$ cat config.mk
export PLATFORM = sky130hd
export DESIGN_NAME = packet_eob_padder_flat
export DESIGN_NICKNAME = d
export VERILOG_FILES = /design/src/rtl/packet_eob_padder_pkg.sv /design/src/rtl/packet_eob_padder_if.sv /design/src/rtl/setting_reg.sv /design/src/rtl/packet_eob_padder.sv /design/src/flat_wrapper.sv
export SDC_FILE = /design/constraint.sdc
export NUM_CORES = 1
export LEC_CHECK = 0
export ABC_AREA = 1
export BUFFER_PORTS_ARGS = -buffer_cell sky130_fd_sc_hd__buf_2
export CORE_MARGIN = 5
export CORE_UTILIZATION = 48
export CTS_CLUSTER_SIZE = 30
export DETAILED_ROUTE_END_ITERATION = 8
export PLACE_DENSITY_LB_ADDON = 0.1
export SKIP_CTS_REPAIR_TIMING = 1
export SLEW_MARGIN = 20
export SYNTH_ARGS = -nofsm -noshare
export SYNTH_HDL_FRONTEND = slang
export SYNTH_SLANG_ARGS = --single-unit
$ cat constraint.sdc
create_clock -name clk -period 3.3 [get_ports clk]
set_input_delay 0.66 -clock clk [delete_from_list [all_inputs] [get_ports clk]]
set_output_delay 0.66 -clock clk [all_outputs]
set_load 0.1 [all_outputs]
$ cat src/rtl/packet_eob_padder_pkg.sv
// Shared constants and types for the EOB packet padder.
// Latency: n/a (declarations only).
// Backpressure: n/a.
package packet_eob_padder_pkg;

    localparam int DATA_W = 32;
    localparam int USER_W = 128;
    localparam int CNT_W  = 16;

    // Default settings-bus addresses of the three padder registers.
    localparam logic [7:0] SR_PAD_SIZE_DEF  = 8'd130;
    localparam logic [7:0] SR_PAD_CTRL_DEF  = 8'd131;
    localparam logic [7:0] SR_PAD_VALUE_DEF = 8'd132;

    localparam logic [15:0] DEFAULT_PKT_SIZE_DEF = 16'd16;

    // CHDR header bit positions within tuser ([127:64] header, [63:0] time).
    localparam int CHDR_EOB_BIT      = 124;
    localparam int CHDR_HAS_TIME_BIT = 125;
    localparam int CHDR_LEN_HI       = 111;
    localparam int CHDR_LEN_LO       = 96;

    // Enable flag position in the control register.
    localparam int CTRL_EN_BIT = 31;

    typedef enum logic {
        PASS = 1'b0,
        PAD  = 1'b1
    } state_e;

    function automatic logic hdr_eob(input logic [USER_W-1:0] tuser);
        return tuser[CHDR_EOB_BIT];
    endfunction

endpackage

$ cat src/rtl/packet_eob_padder_if.sv
// Sample stream bundle (data, CHDR tuser, last) with valid/ready handshake.
// Latency: n/a (wires only).
// Backpressure: tready from the slave side gates every beat.
interface packet_eob_padder_if;
    import packet_eob_padder_pkg::*;

    logic [DATA_W-1:0] tdata;
    logic [USER_W-1:0] tuser;
    logic              tlast;
    logic              tvalid;
    logic              tready;

    modport master (output tdata, output tuser, output tlast, output tvalid, input  tready);
    modport slave  (input  tdata, input  tuser, input  tlast, input  tvalid, output tready);

endinterface

$ cat src/rtl/setting_reg.sv
// Settings-bus register: captures a bit field of data when strobe hits MY_ADDR.
// Latency: value visible the cycle after the strobe.
// Backpressure: none, the settings bus is fire-and-forget.
module setting_reg #(
    parameter logic [7:0]       MY_ADDR  = 8'd0,
    parameter int               WIDTH    = 32,
    parameter int               LSB      = 0,
    parameter logic [WIDTH-1:0] AT_RESET = '0
) (
    input  logic             clk,
    input  logic             rst_n,
    input  logic             strobe,
    input  logic [7:0]       addr,
    input  logic [31:0]      data,
    output logic [WIDTH-1:0] value
);

    logic [WIDTH-1:0] value_q;
    logic [WIDTH-1:0] value_d;

    // Only part of the data word may be used by a given register.
    logic unused_data;
    assign unused_data = ^data;

    // Load the selected field on an address match, otherwise hold.
    always_comb begin
        value_d = value_q;
        if (strobe && (addr == MY_ADDR)) begin
            value_d = data[LSB +: WIDTH];
        end
    end

    // Register state with asynchronous reset to the configured value.
    always_ff @(posedge clk or negedge rst_n) begin
        if (!rst_n) begin
            value_q <= AT_RESET;
        end else begin
            value_q <= value_d;
        end
    end

    assign value = value_q;

endmodule

$ cat src/rtl/packet_eob_padder.sv
// Pads the short EOB-flagged last packet of a burst to N samples with a pad word.
// Latency: 0 cycles in pass-through; pad words start the cycle after the EOB beat.
// Backpressure: i_tready follows o_tready in pass-through, held low while padding.
module packet_eob_padder
    import packet_eob_padder_pkg::*;
#(
    parameter logic [7:0]  SR_PAD_SIZE      = SR_PAD_SIZE_DEF,
    parameter logic [7:0]  SR_PAD_CTRL      = SR_PAD_CTRL_DEF,
    parameter logic [7:0]  SR_PAD_VALUE     = SR_PAD_VALUE_DEF,
    parameter logic [15:0] DEFAULT_PKT_SIZE = DEFAULT_PKT_SIZE_DEF
) (
    input  logic                  clk,
    input  logic                  reset_n,
    input  logic                  set_stb,
    input  logic [7:0]            set_addr,
    input  logic [31:0]           set_data,
    packet_eob_padder_if.slave    i_axis,
    packet_eob_padder_if.master   o_axis,
    output logic                  pad_active,
    output logic [CNT_W-1:0]      pad_count
);

    // Live settings.
    logic [15:0]       n_reg;
    logic [0:0]        en_reg;
    logic [DATA_W-1:0] pad_reg;

    setting_reg #(
        .MY_ADDR (SR_PAD_SIZE),
        .WIDTH   (16),
        .LSB     (0),
        .AT_RESET(DEFAULT_PKT_SIZE)
    ) u_size_reg (
        .clk   (clk),
        .rst_n (reset_n),
        .strobe(set_stb),
        .addr  (set_addr),
        .data  (set_data),
        .value (n_reg)
    );

    setting_reg #(
        .MY_ADDR (SR_PAD_CTRL),
        .WIDTH   (1),
        .LSB     (CTRL_EN_BIT),
        .AT_RESET(1'b0)
    ) u_ctrl_reg (
        .clk   (clk),
        .rst_n (reset_n),
        .strobe(set_stb),
        .addr  (set_addr),
        .data  (set_data),
        .value (en_reg)
    );

    setting_reg #(
        .MY_ADDR (SR_PAD_VALUE),
        .WIDTH   (DATA_W),
        .LSB     (0),
        .AT_RESET('0)
    ) u_pad_reg (
        .clk   (clk),
        .rst_n (reset_n),
        .strobe(set_stb),
        .addr  (set_addr),
        .data  (set_data),
        .value (pad_reg)
    );

    // State and per-packet latches.
    state_e            state_q,     state_d;
    logic [CNT_W-1:0]  cnt_q,       cnt_d;
    logic [CNT_W-1:0]  pad_count_q, pad_count_d;
    logic              sop_q,       sop_d;
    logic [15:0]       n_lat_q,     n_lat_d;
    logic              en_lat_q,    en_lat_d;
    logic [USER_W-1:0] hdr_lat_q,   hdr_lat_d;
    logic [DATA_W-1:0] pad_lat_q,   pad_lat_d;

    // Combinational helpers and outputs.
    logic [15:0]       n_eff;
    logic              en_eff;
    logic [CNT_W-1:0]  cnt_inc;
    logic              start_pad;
    logic [DATA_W-1:0] o_tdata;
    logic [USER_W-1:0] o_tuser;
    logic              o_tlast;
    logic              o_tvalid;
    logic              i_tready;

    // Next-state, counters and output mux for the PASS/PAD machine.
    always_comb begin
        state_d     = state_q;
        cnt_d       = cnt_q;
        pad_count_d = pad_count_q;
        sop_d       = sop_q;
        n_lat_d     = n_lat_q;
        en_lat_d    = en_lat_q;
        hdr_lat_d   = hdr_lat_q;
        pad_lat_d   = pad_lat_q;
        o_tdata     = '0;
        o_tuser     = '0;
        o_tlast     = 1'b0;
        o_tvalid    = 1'b0;
        i_tready    = 1'b0;
        start_pad   = 1'b0;

        // A single-beat packet must be judged on the settings it is about to
        // latch, so the first beat looks at the live registers.
        n_eff   = sop_q ? n_reg     : n_lat_q;
        en_eff  = sop_q ? en_reg[0] : en_lat_q;
        cnt_inc = (cnt_q == {CNT_W{1'b1}}) ? cnt_q : cnt_q + 1'b1;

        unique case (state_q)
            PASS: begin
                o_tdata  = i_axis.tdata;
                o_tuser  = i_axis.tuser;
                o_tvalid = i_axis.tvalid;
                o_tlast  = i_axis.tlast;
                i_tready = o_axis.tready;

                start_pad = i_axis.tlast && en_eff && hdr_eob(i_axis.tuser) &&
                            (n_eff >= 16'd2) &&
                            (({1'b0, cnt_q} + 17'd1) < {1'b0, n_eff});
                if (start_pad) begin
                    o_tlast = 1'b0;
                end

                if (i_axis.tvalid && i_tready) begin
                    if (sop_q) begin
                        n_lat_d   = n_reg;
                        en_lat_d  = en_reg[0];
                        hdr_lat_d = i_axis.tuser;
                    end
                    sop_d = i_axis.tlast;
                    if (start_pad) begin
                        // Freeze the pad word so a stalled pad beat stays stable.
                        pad_lat_d = pad_reg;
                        cnt_d     = cnt_inc;
                        state_d   = PAD;
                    end else if (i_axis.tlast) begin
                        cnt_d = '0;
                    end else begin
                        cnt_d = cnt_inc;
                    end
                end
            end

            PAD: begin
                o_tdata  = pad_lat_q;
                o_tuser  = hdr_lat_q;
                o_tvalid = 1'b1;
                o_tlast  = (cnt_q == (n_lat_q - 16'd1));
                i_tready = 1'b0;

                if (o_axis.tready) begin
                    pad_count_d = pad_count_q + 1'b1;
                    if (o_tlast) begin
                        cnt_d   = '0;
                        state_d = PASS;
                    end else begin
                        cnt_d = cnt_inc;
                    end
                end
            end

            default: begin
                state_d = PASS;
            end
        endcase

        // Keep both sides of the handshake quiet while reset is held.
        if (!reset_n) begin
            o_tdata  = '0;
            o_tuser  = '0;
            o_tlast  = 1'b0;
            o_tvalid = 1'b0;
            i_tready = 1'b0;
        end
    end

    // State and latch registers, cleared asynchronously.
    always_ff @(posedge clk or negedge reset_n) begin
        if (!reset_n) begin
            state_q     <= PASS;
            cnt_q       <= '0;
            pad_count_q <= '0;
            sop_q       <= 1'b1;
            n_lat_q     <= '0;
            en_lat_q    <= 1'b0;
            hdr_lat_q   <= '0;
            pad_lat_q   <= '0;
        end else begin
            state_q     <= state_d;
            cnt_q       <= cnt_d;
            pad_count_q <= pad_count_d;
            sop_q       <= sop_d;
            n_lat_q     <= n_lat_d;
            en_lat_q    <= en_lat_d;
            hdr_lat_q   <= hdr_lat_d;
            pad_lat_q   <= pad_lat_d;
        end
    end

    assign o_axis.tdata  = o_tdata;
    assign o_axis.tuser  = o_tuser;
    assign o_axis.tlast  = o_tlast;
    assign o_axis.tvalid = o_tvalid;
    assign i_axis.tready = i_tready;
    assign pad_active    = reset_n && (state_q == PAD);
    assign pad_count     = pad_count_q;

endmodule

$ cat src/flat_wrapper.sv
// flat-port wrapper written by rule: the top's interface ports become plain ports
module packet_eob_padder_flat import packet_eob_padder_pkg::*;
#(
    parameter logic [7:0]  SR_PAD_SIZE      = SR_PAD_SIZE_DEF,
    parameter logic [7:0]  SR_PAD_CTRL      = SR_PAD_CTRL_DEF,
    parameter logic [7:0]  SR_PAD_VALUE     = SR_PAD_VALUE_DEF,
    parameter logic [15:0] DEFAULT_PKT_SIZE = DEFAULT_PKT_SIZE_DEF
)
  (clk, reset_n, set_stb, set_addr, set_data, pad_active, pad_count, i_axis_tdata, i_axis_tuser, i_axis_tlast, i_axis_tvalid, i_axis_tready, o_axis_tdata, o_axis_tuser, o_axis_tlast, o_axis_tvalid, o_axis_tready);
  packet_eob_padder_if i_axis_i ();
  packet_eob_padder_if o_axis_i ();
  input  logic clk;
  input  logic reset_n;
  input  logic set_stb;
  input  logic [7:0] set_addr;
  input  logic [31:0] set_data;
  output logic pad_active;
  output logic [CNT_W-1:0] pad_count;
  input wire logic [$bits(i_axis_i.tdata)-1:0] i_axis_tdata;
  input wire logic [$bits(i_axis_i.tuser)-1:0] i_axis_tuser;
  input wire logic [$bits(i_axis_i.tlast)-1:0] i_axis_tlast;
  input wire logic [$bits(i_axis_i.tvalid)-1:0] i_axis_tvalid;
  output wire logic [$bits(i_axis_i.tready)-1:0] i_axis_tready;
  output wire logic [$bits(o_axis_i.tdata)-1:0] o_axis_tdata;
  output wire logic [$bits(o_axis_i.tuser)-1:0] o_axis_tuser;
  output wire logic [$bits(o_axis_i.tlast)-1:0] o_axis_tlast;
  output wire logic [$bits(o_axis_i.tvalid)-1:0] o_axis_tvalid;
  input wire logic [$bits(o_axis_i.tready)-1:0] o_axis_tready;
  assign i_axis_i.tdata = i_axis_tdata;
  assign i_axis_i.tuser = i_axis_tuser;
  assign i_axis_i.tlast = i_axis_tlast;
  assign i_axis_i.tvalid = i_axis_tvalid;
  assign i_axis_tready = i_axis_i.tready;
  assign o_axis_tdata = o_axis_i.tdata;
  assign o_axis_tuser = o_axis_i.tuser;
  assign o_axis_tlast = o_axis_i.tlast;
  assign o_axis_tvalid = o_axis_i.tvalid;
  assign o_axis_i.tready = o_axis_tready;
  packet_eob_padder #(.SR_PAD_SIZE(SR_PAD_SIZE), .SR_PAD_CTRL(SR_PAD_CTRL), .SR_PAD_VALUE(SR_PAD_VALUE), .DEFAULT_PKT_SIZE(DEFAULT_PKT_SIZE)) u_core (.clk(clk), .reset_n(reset_n), .set_stb(set_stb), .set_addr(set_addr), .set_data(set_data), .i_axis(i_axis_i), .o_axis(o_axis_i), .pad_active(pad_active), .pad_count(pad_count));
endmodule
# Word-level counts from Yosys, hierarchy flattened
# Index checks and enable logic that the tools add are counted.
# word_totals
output_inout_bits	180
romBits	0
mem_bits_rw	0
latchBits	0
mem_count	0
reg_bits	260
in_bits	206
# op_classes
mux	25
add_sub_neg	4
n_eq_ne	7
mul	0
n_reduce_logical	14
shift	0
order_cmp	2
n_div	0
bitwise_logic	1
# ops
operator	count
$pmux W128 S2	1
$mux W128	1
$mux W16	7
$pmux W32 S2	1
$add A16 B1 Y16 const B	2
$mux W32	1
$pmux W16 S2	1
$eq A8 B8 Y1 const B	3
$add A16 B1 Y17 const B	1
$lt A17 B16 Y1	1
$eq A16 B16 Y1	1
$eq A16 B16 Y1 const B	1
$ge A16 B2 Y1 const B	1
$sub A16 B1 Y16 const B	1
$logic_and A1 B1 Y1	9
$mux W1	9
$pmux W1 S2	4
$reduce_and A2 Y1	3
$reduce_and A3 Y1	2
$ne A2 B1 Y1 const B	1
$ne A2 B2 Y1 const B	1
$not A1 Y1	1

# Logic depth before layout (Yosys ltp)
# Gate-level depths: netlist of the first run.
# logic_depth
word_depth	8
mapped_depth	22
depth_no_buf	21

# By module
# A second synthesis of the first run with hierarchy kept.
# hier_totals
hier_cells	1864
area_unflattened_um2	14268.7
# modules_own_cells
mod	area_each_um2	seq_area_each_um2	n_inst	cells_per_inst
packet_eob_padder	11974.0	5281.3	1	1610
setting_reg (u_core.u_pad_reg)	1422.6	800.8	1	150
setting_reg (u_core.u_size_reg)	750.7	401.6	1	80
setting_reg (u_core.u_ctrl_reg)	121.4	25.0	1	24

# Least setup slack after synthesis of the first run
# No wires, ideal clock.
# synth_path
path_kind	reg2out
from	register u_core.cnt_q[0]
to	output o_axis_tlast
path_stages_with_launch	18
required_ps	2640
arrival_time_ps	3828
slack_ps	-1188
path_cell_list	dfrtp_1 -> ha_1 -> nand3_1 -> nor3_1 -> inv_1 -> nor3_2 -> inv_1 -> o21ai_0 -> inv_1 -> ha_1 -> nand2_1 -> nor2_1 -> nand4_1 -> inv_1 -> nand3_1 -> nand3_1 -> nand2_2 -> a21oi_1
# synth_between
elab_chain_len	6
# synth_rtl
item	line	rtl
start: declaration	packet_eob_padder.sv:72	logic [CNT_W-1:0] cnt_q, cnt_d;
start signal: assignment	packet_eob_padder.sv:195	cnt_q <= cnt_d;
$add A16 B1 Y17	packet_eob_padder.sv:124	(({1'b0, cnt_q} + 17'd1) < {1'b0, n_eff});
$lt A17 B16 Y1	packet_eob_padder.sv:124	
$logic_and A1 B1 Y1	packet_eob_padder.sv:123	(n_eff >= 16'd2) &&
$mux W1	packet_eob_padder.sv:125	if (start_pad) begin
$pmux W1 S2 *	packet_eob_padder.sv:114	unique case (state_q)
$mux W1 *	packet_eob_padder.sv:173	if (!reset_n) begin
end: declaration	flat_wrapper.sv:26	output wire logic [$bits(o_axis_i.tlast)-1:0] o_axis_tlast;
# Every way passes the cells marked *; elsewhere a longest branch is shown, timed or not.

# Worst setup path after layout of the first run
# layout_path
from	register u_core.cnt_q[1]
to	output o_axis_tlast
# Same word-level chain as after synthesis.

==> summary.md, run 1 <==
| Metric | Value |
|---|---|
| Status | `finished, violations left` |
| Failing checks | `setup timing` |
| Unrepaired setup endpoints after global routing | `yes` |
| Die width | `181 um` |
| Worst setup EP type | `output port` |
| Tot GR Track Use | `0.259` |
| Lkg Pwr | `10.2 nW` |
| Post-Place Cell Area | `19400 um2` |
| Initial antenna violation count | `4` |
| Slack of the critical path | `-0.701 ns` |
| Number of core rows | `62` |
| Die height | `181 um` |
| Final Setup Violations | `1` |
| Synth top area share | `0.458` |
| TritonCTS Sinks | `260` |
| Synth Instances | `1816` |
| Synthesized Nets | `2040` |
| Depth of the CTS H-tree | `1` |
| Largest net degree at the start of global routing | `95` |
| Final nets | `2416` |
| Remaining Overflow, GRT | `0` |
| Register area share after synthesis | `0.462` |
| Fmax achieved | `250 MHz` |
| Detail Route Antenna Nets | `0` |
| Initial core utilization | `0.489` |
| Crit path launch type | `flop` |
| CP arrival | `3.34 ns` |
| Synth area leader | `dfrtp_1` |
| CP max stage cell | `dfrtp_1` |
| First-pass DRT Iterations | `5` |
| Clk buf depth | `3` |
| Via count | `13.4k` |
| CORE AREA | `28900 um2` |
| Minimum clock period | `4.00 ns` |
| Ratio of cells with drive above 1 in the final layout | `0.368` |
| Final Hold Viols | `0` |
| Clk root buf | `clkbuf_16` |
| CTS tree | `built` |
| Die Area | `32900 um2` |
| Post-Route WL | `44400 um` |
| Syn avg cell area | `7.76 um2` |
| Number of global-route vias before repair | `13.3k` |
| Most frequent cells in the layout | `o21ai_0 (362), nand2_1 (316), inv_1 (264), dfrtp_1 (258), buf_2 (234)` |
| Detail Placement HPWL | `33400 um` |
| Number of flops mapped to enable cells by yosys | `0` |
| Crit-path cells | `ha_2, nand3_4, nor3_4, inv_2, nor3_4, nand2_1, o21ai_1, nand2_1, ha_4, nand2_2, inv_2, nand4_1, inv_1, nand3_2, nand3_2, nand2_2, a21oi_2, buf_12` |
| Synth area leaders | `dfrtp_1 (46%), o21ai_0 (13%), nand2_1 (8.5%)` |
| Initial DRC count | `985` |
| Rel. slew slack | `0.656` |
| First-pass GRT wire length | `70300 um` |
| YS warnings | `0` |
| Worst Tran Pin Value | `0.512 ns` |
| Commonest non-fill, non-tap cell in the layout | `o21ai_0` |
| Final Cycle Share | `1.21` |
| Layout fillers | `2228` |
| Via density per instance | `5.18` |
| Routability cong. | `0.947` |
| Drt drc | `0` |
| Clock transition at path regs | `0.06 ns` |
| Worst Path Required | `2.64 ns` |
| Synth Cell Area | `14100 um2` |
| CP max stage delay | `0.37 ns` |
| Crit Path Class | `reg2out` |
| Crit path max fanout | `3` |
| Main synth FF type | `dfrtp_1` |
| Max-cap viol count | `0` |
| Skew final | `0.0188 ns` |
| Synth-to-layout area growth | `46.8%` |
| Final Instance Area | `20700 um2` |
| I/O pin cnt | `386` |
| Post-synth cell types | `42` |
| P per Cell Area | `848 nW/um2` |
| Pins Over Slew Limit | `0` |
| Wire per inst | `17.1 um` |
| Peak VDD IR | `0.529 mV` |
| Num CTS Buffers | `29` |
| Final hold slack | `0.00887 ns` |
| Hold Crit Class | `in2async` |
| Clk_lat worst skew | `0.57 ns` |
| Port bufs | `385` |
| Flops & latches, synth | `260` |
| Share of flip-flops with an asynchronous set or reset | `1.00` |
[cells in the mapped netlist (3+ instances only)]
master and number:
xor2_1 20, inv_1 269, nor2_1 117, o21ai_1 3, nor2_2 4, nor4_1 4, nand2_2 28, buf_1 4
xnor2_1 16, ha_1 18, buf_12 4, nand3_1 25, o21ai_2 44, nand4_1 11, nor3_1 8, o21ai_0 363
nand4_2 3, nand2_1 321, buf_2 4, clkbuf_1 90, dfrtp_1 258, nand3b_1 3, a21oi_2 10, o22ai_1 5
a21oi_1 143, mux2_2 15, buf_6 5
[cell type report]
type                            count  area [um2]  share of cell area
Inverter                          274        1040              0.0504
Tap cell                          384         480              0.0232
Clock inverter                     11         126             0.00611
Clock buffer                       39         843              0.0407
Antenna cell                        1        2.50            0.000121
Sequential cell                   260        6510               0.314
Timing Repair Buffer              455        4920               0.238
Multi-Input combinational cell   1172        6770               0.327
[state kept, by name (all words and copies together) (netlist names)]
signal / cells
u_core.u_size_reg.value: 16
u_core.pad_lat_q: 32
u_core.pad_count: 16
u_core.cnt_q: 16
u_core.u_pad_reg.value: 32
u_core.n_lat_q: 16
u_core.u_ctrl_reg.value: 1
u_core.hdr_lat_q: 128
u_core.en_lat_q: 1
u_core.sop_q: 1
u_core.state_q: 1
[per-layer routing]
metal / global-route usage / up-vias / part of all wire
met1: 0.336 / 6362 / 0.41
met4: 0.0835 / 4 / 0.035
met2: 0.443 / 415 / 0.49
met3: 0.0468 / 85 / 0.064
li1: - / 6581 / -
met5: 0 / - / 0.00063
[worst max-delay path: cells and delay by family, from the launching register on]
| family | cells | cell delay [ns] |
|---|---|---|
| fa+ha+maj | 2 | 0.51 |
| compound gates | 2 | 0.30 |
| simple gates | 10 | 1.21 |
| flops | 1 | 0.37 |
| buf+inv | 4 | 0.39 |
[where the power goes]
group | switching, mW | internal (mW)
clock network | 1.33 | 1.94
registers | 0.616 | 4.12
logic | 6.45 | 3.10
total | 8.39 | 9.16
[metrics by stage]
stage | total power [mW] | setup slack, ns | TNS, ns | instances | util
finish | 17.6 | -0.701 | -0.701 | 2596 | 0.717
global route | 18.5 | -0.884 | -0.884 | 2596 | 0.717
floorplan | 10.9 | -0.565 | -0.565 | 1816 | -
global placement | 14.0 | -0.144 | -0.144 | 2537 | 0.673
CTS | 17.5 | -0.810 | -0.810 | 2587 | 0.707
detailed placement | 14.2 | -0.186 | -0.186 | 2537 | 0.673
[cell families after synthesis]
family                   count (synthesis)  share of synthesized area
multiplexers                            15                     0.0120
buffers and inverters                  384                      0.112
flip-flops                             260                      0.462
adder cells (fa/ha/maj)                 18                     0.0160
XOR/XNOR                                36                     0.0224
AND/OR/NAND/NOR                        532                      0.158
AO/OA/AOI/OAI                          571                      0.218
[final timing paths]
kind | startpoint | endpoint | slack (ns) | depth (start not counted)
max in group asynchronous | reset_n | u_core.u_size_reg.value[4] | 2.18 | 3
hold / removal | reset_n | u_core.pad_count[0] | 0.009 | 1
hold reg to reg | u_core.hdr_lat_q[48] | u_core.hdr_lat_q[48] | 0.48 | 2
setup reg to reg | u_core.cnt_q[1] | u_core.pad_lat_q[8] | 0.23 | 20
min in group clk | set_data[16] | u_core.u_pad_reg.value[16] | 0.32 | 2
setup / recovery | u_core.cnt_q[1] | o_axis_tlast | -0.70 | 18
No activity file was read; power rests on OpenSTA's default activity.
==> run 2, diff against run 1 <==
--- a/config.mk
+++ b/config.mk
@@ -11,6 +11,7 @@
 export CORE_UTILIZATION = 48
 export CTS_CLUSTER_SIZE = 30
 export DETAILED_ROUTE_END_ITERATION = 8
+export HOLD_SLACK_MARGIN = 0.15
 export PLACE_DENSITY_LB_ADDON = 0.1
 export SKIP_CTS_REPAIR_TIMING = 1
 export SLEW_MARGIN = 20
==> run 2 against run 1 <==
Effect of this change:
- the run still ends with setup timing left
- routed wire length up 0.70%
- sequential power about the same
- clock power about the same
- clock-buffer cell count unchanged
- core utilization up 0.069 points
- die area unchanged
- sequential share of layout area about the same
- combinational power about the same
- largest cell class unchanged
==> summary.md, run 2 (synthesized netlist as in run 1, its figures left out) <==
| Metric | Value |
|---|---|
| Via density per instance | `5.20 (was 5.18)` |
| Max reg flops | `128 (unchanged)` |
| Number of core rows | `62 (unchanged)` |
| Minimum clock period | `4.01 ns (was 4.00 ns)` |
| Die Area | `32900 um2 (unchanged)` |
| Unrepaired setup endpoints after global routing | `yes (unchanged)` |
| Crit path max fanout | `3 (unchanged)` |
| Drt drc | `0 (unchanged)` |
| First-pass DRT Iterations | `5 (unchanged)` |
| Final Setup Violations | `1 (unchanged)` |
| CP max stage delay | `0.37 ns (about the same)` |
| Die width | `181 um (unchanged)` |
| Initial core utilization | `0.489 (unchanged)` |
| Via count | `13.5k (was 13.4k)` |
| Most frequent cells in the layout | `o21ai_0 (362), nand2_1 (316), inv_1 (264), dfrtp_1 (258), buf_2 (234) (unchanged)` |
| Lkg Pwr | `10.3 nW (was 10.2 nW)` |
| Power Total | `17.6 mW (about the same)` |
| Ratio of cells with drive above 1 in the final layout | `0.368 (about the same)` |
| First-pass GRT wire length | `70300 um (unchanged)` |
| Clk root buf | `clkbuf_16 (unchanged)` |
| I/O pin cnt | `386 (unchanged)` |
| Slack of the critical path | `-0.709 ns (was -0.701 ns)` |
| TritonCTS Sinks | `260 (unchanged)` |
| Remaining Overflow, GRT | `0 (unchanged)` |
| Rel. slew slack | `0.647 (was 0.656)` |
| Multi-input gate area | `6770 um2 (unchanged)` |
| Skew final | `0.0149 ns (was 0.0188 ns)` |
| Placement Setup Slack | `-0.186 ns (unchanged)` |
| Worst setup EP type | `output port (unchanged)` |
| Depth of the CTS H-tree | `1 (unchanged)` |
| Final Hold Viols | `0 (unchanged)` |
| Post-placement cell count | `2537 (unchanged)` |
| Register Area | `6510 um2 (unchanged)` |
| Final Cycle Share | `1.21 (about the same)` |
| Failing checks | `setup timing (unchanged)` |
| Initial antenna violation count | `4 (unchanged)` |
| Routability cong. | `0.947 (unchanged)` |
| Port bufs | `385 (unchanged)` |
| CTS tree | `built (unchanged)` |
| Number of global-route vias before repair | `13.3k (unchanged)` |
| Initial DRC count | `990 (was 985)` |
| Layout fillers | `2223 (was 2228)` |
| Final nets | `2417 (was 2416)` |
| Largest net degree at the start of global routing | `95 (unchanged)` |
| Crit Path Class | `reg2out (unchanged)` |
| Non-Filler Instances | `2597 (was 2596)` |
| Crit-path cells | `ha_2, nand3_4, nor3_4, inv_2, nor3_4, nand2_1, o21ai_1, nand2_1, ha_4, nand2_2, inv_2, nand4_1, inv_1, nand3_2, nand3_2, nand2_2, a21oi_2, buf_12 (unchanged)` |
| Crit path launch type | `flop (unchanged)` |
| Status | `finished, violations left (unchanged)` |
| Clock transition at path regs | `0.06 ns (about the same)` |
| Detail Placement HPWL | `33400 um (unchanged)` |
| Detail Route Antenna Nets | `0 (unchanged)` |
| CP max stage cell | `dfrtp_1 (unchanged)` |
| Fmax achieved | `249 MHz (was 250 MHz)` |
| CORE AREA | `28900 um2 (unchanged)` |
| Clk buf depth | `3 (unchanged)` |
| Tot GR Track Use | `0.259 (unchanged)` |
| Largest register by flop count | `u_core.hdr_lat_q (unchanged)` |
| Worst Path Required | `2.64 ns (about the same)` |
| Wire per inst | `17.2 um (was 17.1 um)` |
| Peak VDD IR | `0.538 mV (was 0.529 mV)` |
| Die height | `181 um (unchanged)` |
| Hold Crit Class | `in2async (unchanged)` |
| Worst Tran Pin Value | `0.533 ns (was 0.512 ns)` |
| Clk_lat worst skew | `0.57 ns (about the same)` |
| Synth-to-layout area growth | `47.0% (was 46.8%)` |
| P per Cell Area | `848 nW/um2 (about the same)` |
| Pins Over Slew Limit | `0 (unchanged)` |
| Commonest non-fill, non-tap cell in the layout | `o21ai_0 (unchanged)` |
| Post-Route WL | `44800 um (was 44400 um)` |
| Num CTS Buffers | `29 (unchanged)` |
| Max-cap viol count | `0 (unchanged)` |
| CP arrival | `3.35 ns (was 3.34 ns)` |
==> run 2: cell count changes in the layout (fill, tap and decap cells not counted) <==
cell,previous run,this run
buf_12,162,163
==> run 2: worst max-delay path, delay by kind of cell, from the launching register on <==
kind | cells | cell delay [ns]
AOI/OAI and AO/OA | 2 | 0.30
DFF | 1 | 0.37
buffers and inverters | 4 | 0.39
and+or+nand+nor | 10 | 1.22
adders and majority gates | 2 | 0.51
==> run 2: final cells by class <==
type	instances	share of cell area
diodes	1	0.000121
clock buffers	39	0.0407
well taps	384	0.0232
repair buffers	456	0.238
inverters	274	0.0504
multi-input cells	1172	0.327
flip-flops and latches	260	0.314
clock inverters	11	0.00610
==> run 2: report_power, final <==
group          internal [mW]  leakage (nW)  total, mW  switching [mW]
Combinational           3.10          6.39       9.56            6.46
Clock                   1.94         0.489       3.28            1.34
Sequential              4.12          3.38       4.74           0.617
Total                   9.17          10.3       17.6            8.41
==> run 2: path summary, 6_finish.rpt <==
path	startpoint	slack (ns)	cells past startpoint	to
max	u_core.cnt_q[1]	-0.71	18	o_axis_tlast
min	reset_n	0.21	2	u_core.pad_count[0]
max reg2reg	u_core.cnt_q[1]	0.23	20	u_core.pad_lat_q[8]
min reg2reg	u_core.hdr_lat_q[114]	0.48	2	u_core.hdr_lat_q[114]
max in group asynchronous	reset_n	2.31	3	u_core.u_size_reg.value[4]
min in group clk	set_data[16]	0.32	2	u_core.u_pad_reg.value[16]
==> run 2: stage by stage <==
step,util,hold slack [ns],cell area [um2],TNS (ns)
after global placement,0.673,0.462,19400,-0.144
after global routing,0.718,0.208,20700,-0.884
final,0.718,0.206,20700,-0.709
after detailed placement,0.673,0.468,19400,-0.186
after floorplan,-,0.364,14700,-0.565
after CTS,0.707,0.00163,20400,-0.810
==> run 2: layer usage <==
| metal | GRT usage | up-vias | part of all wire |
|---|---|---|---|
| li1 | - | 6583 | - |
| met1 | 0.336 | 6401 | 0.41 |
| met2 | 0.443 | 428 | 0.49 |
| met3 | 0.0468 | 93 | 0.063 |
| met4 | 0.0835 | 4 | 0.037 |
| met5 | 0 | - | 0.00063 |
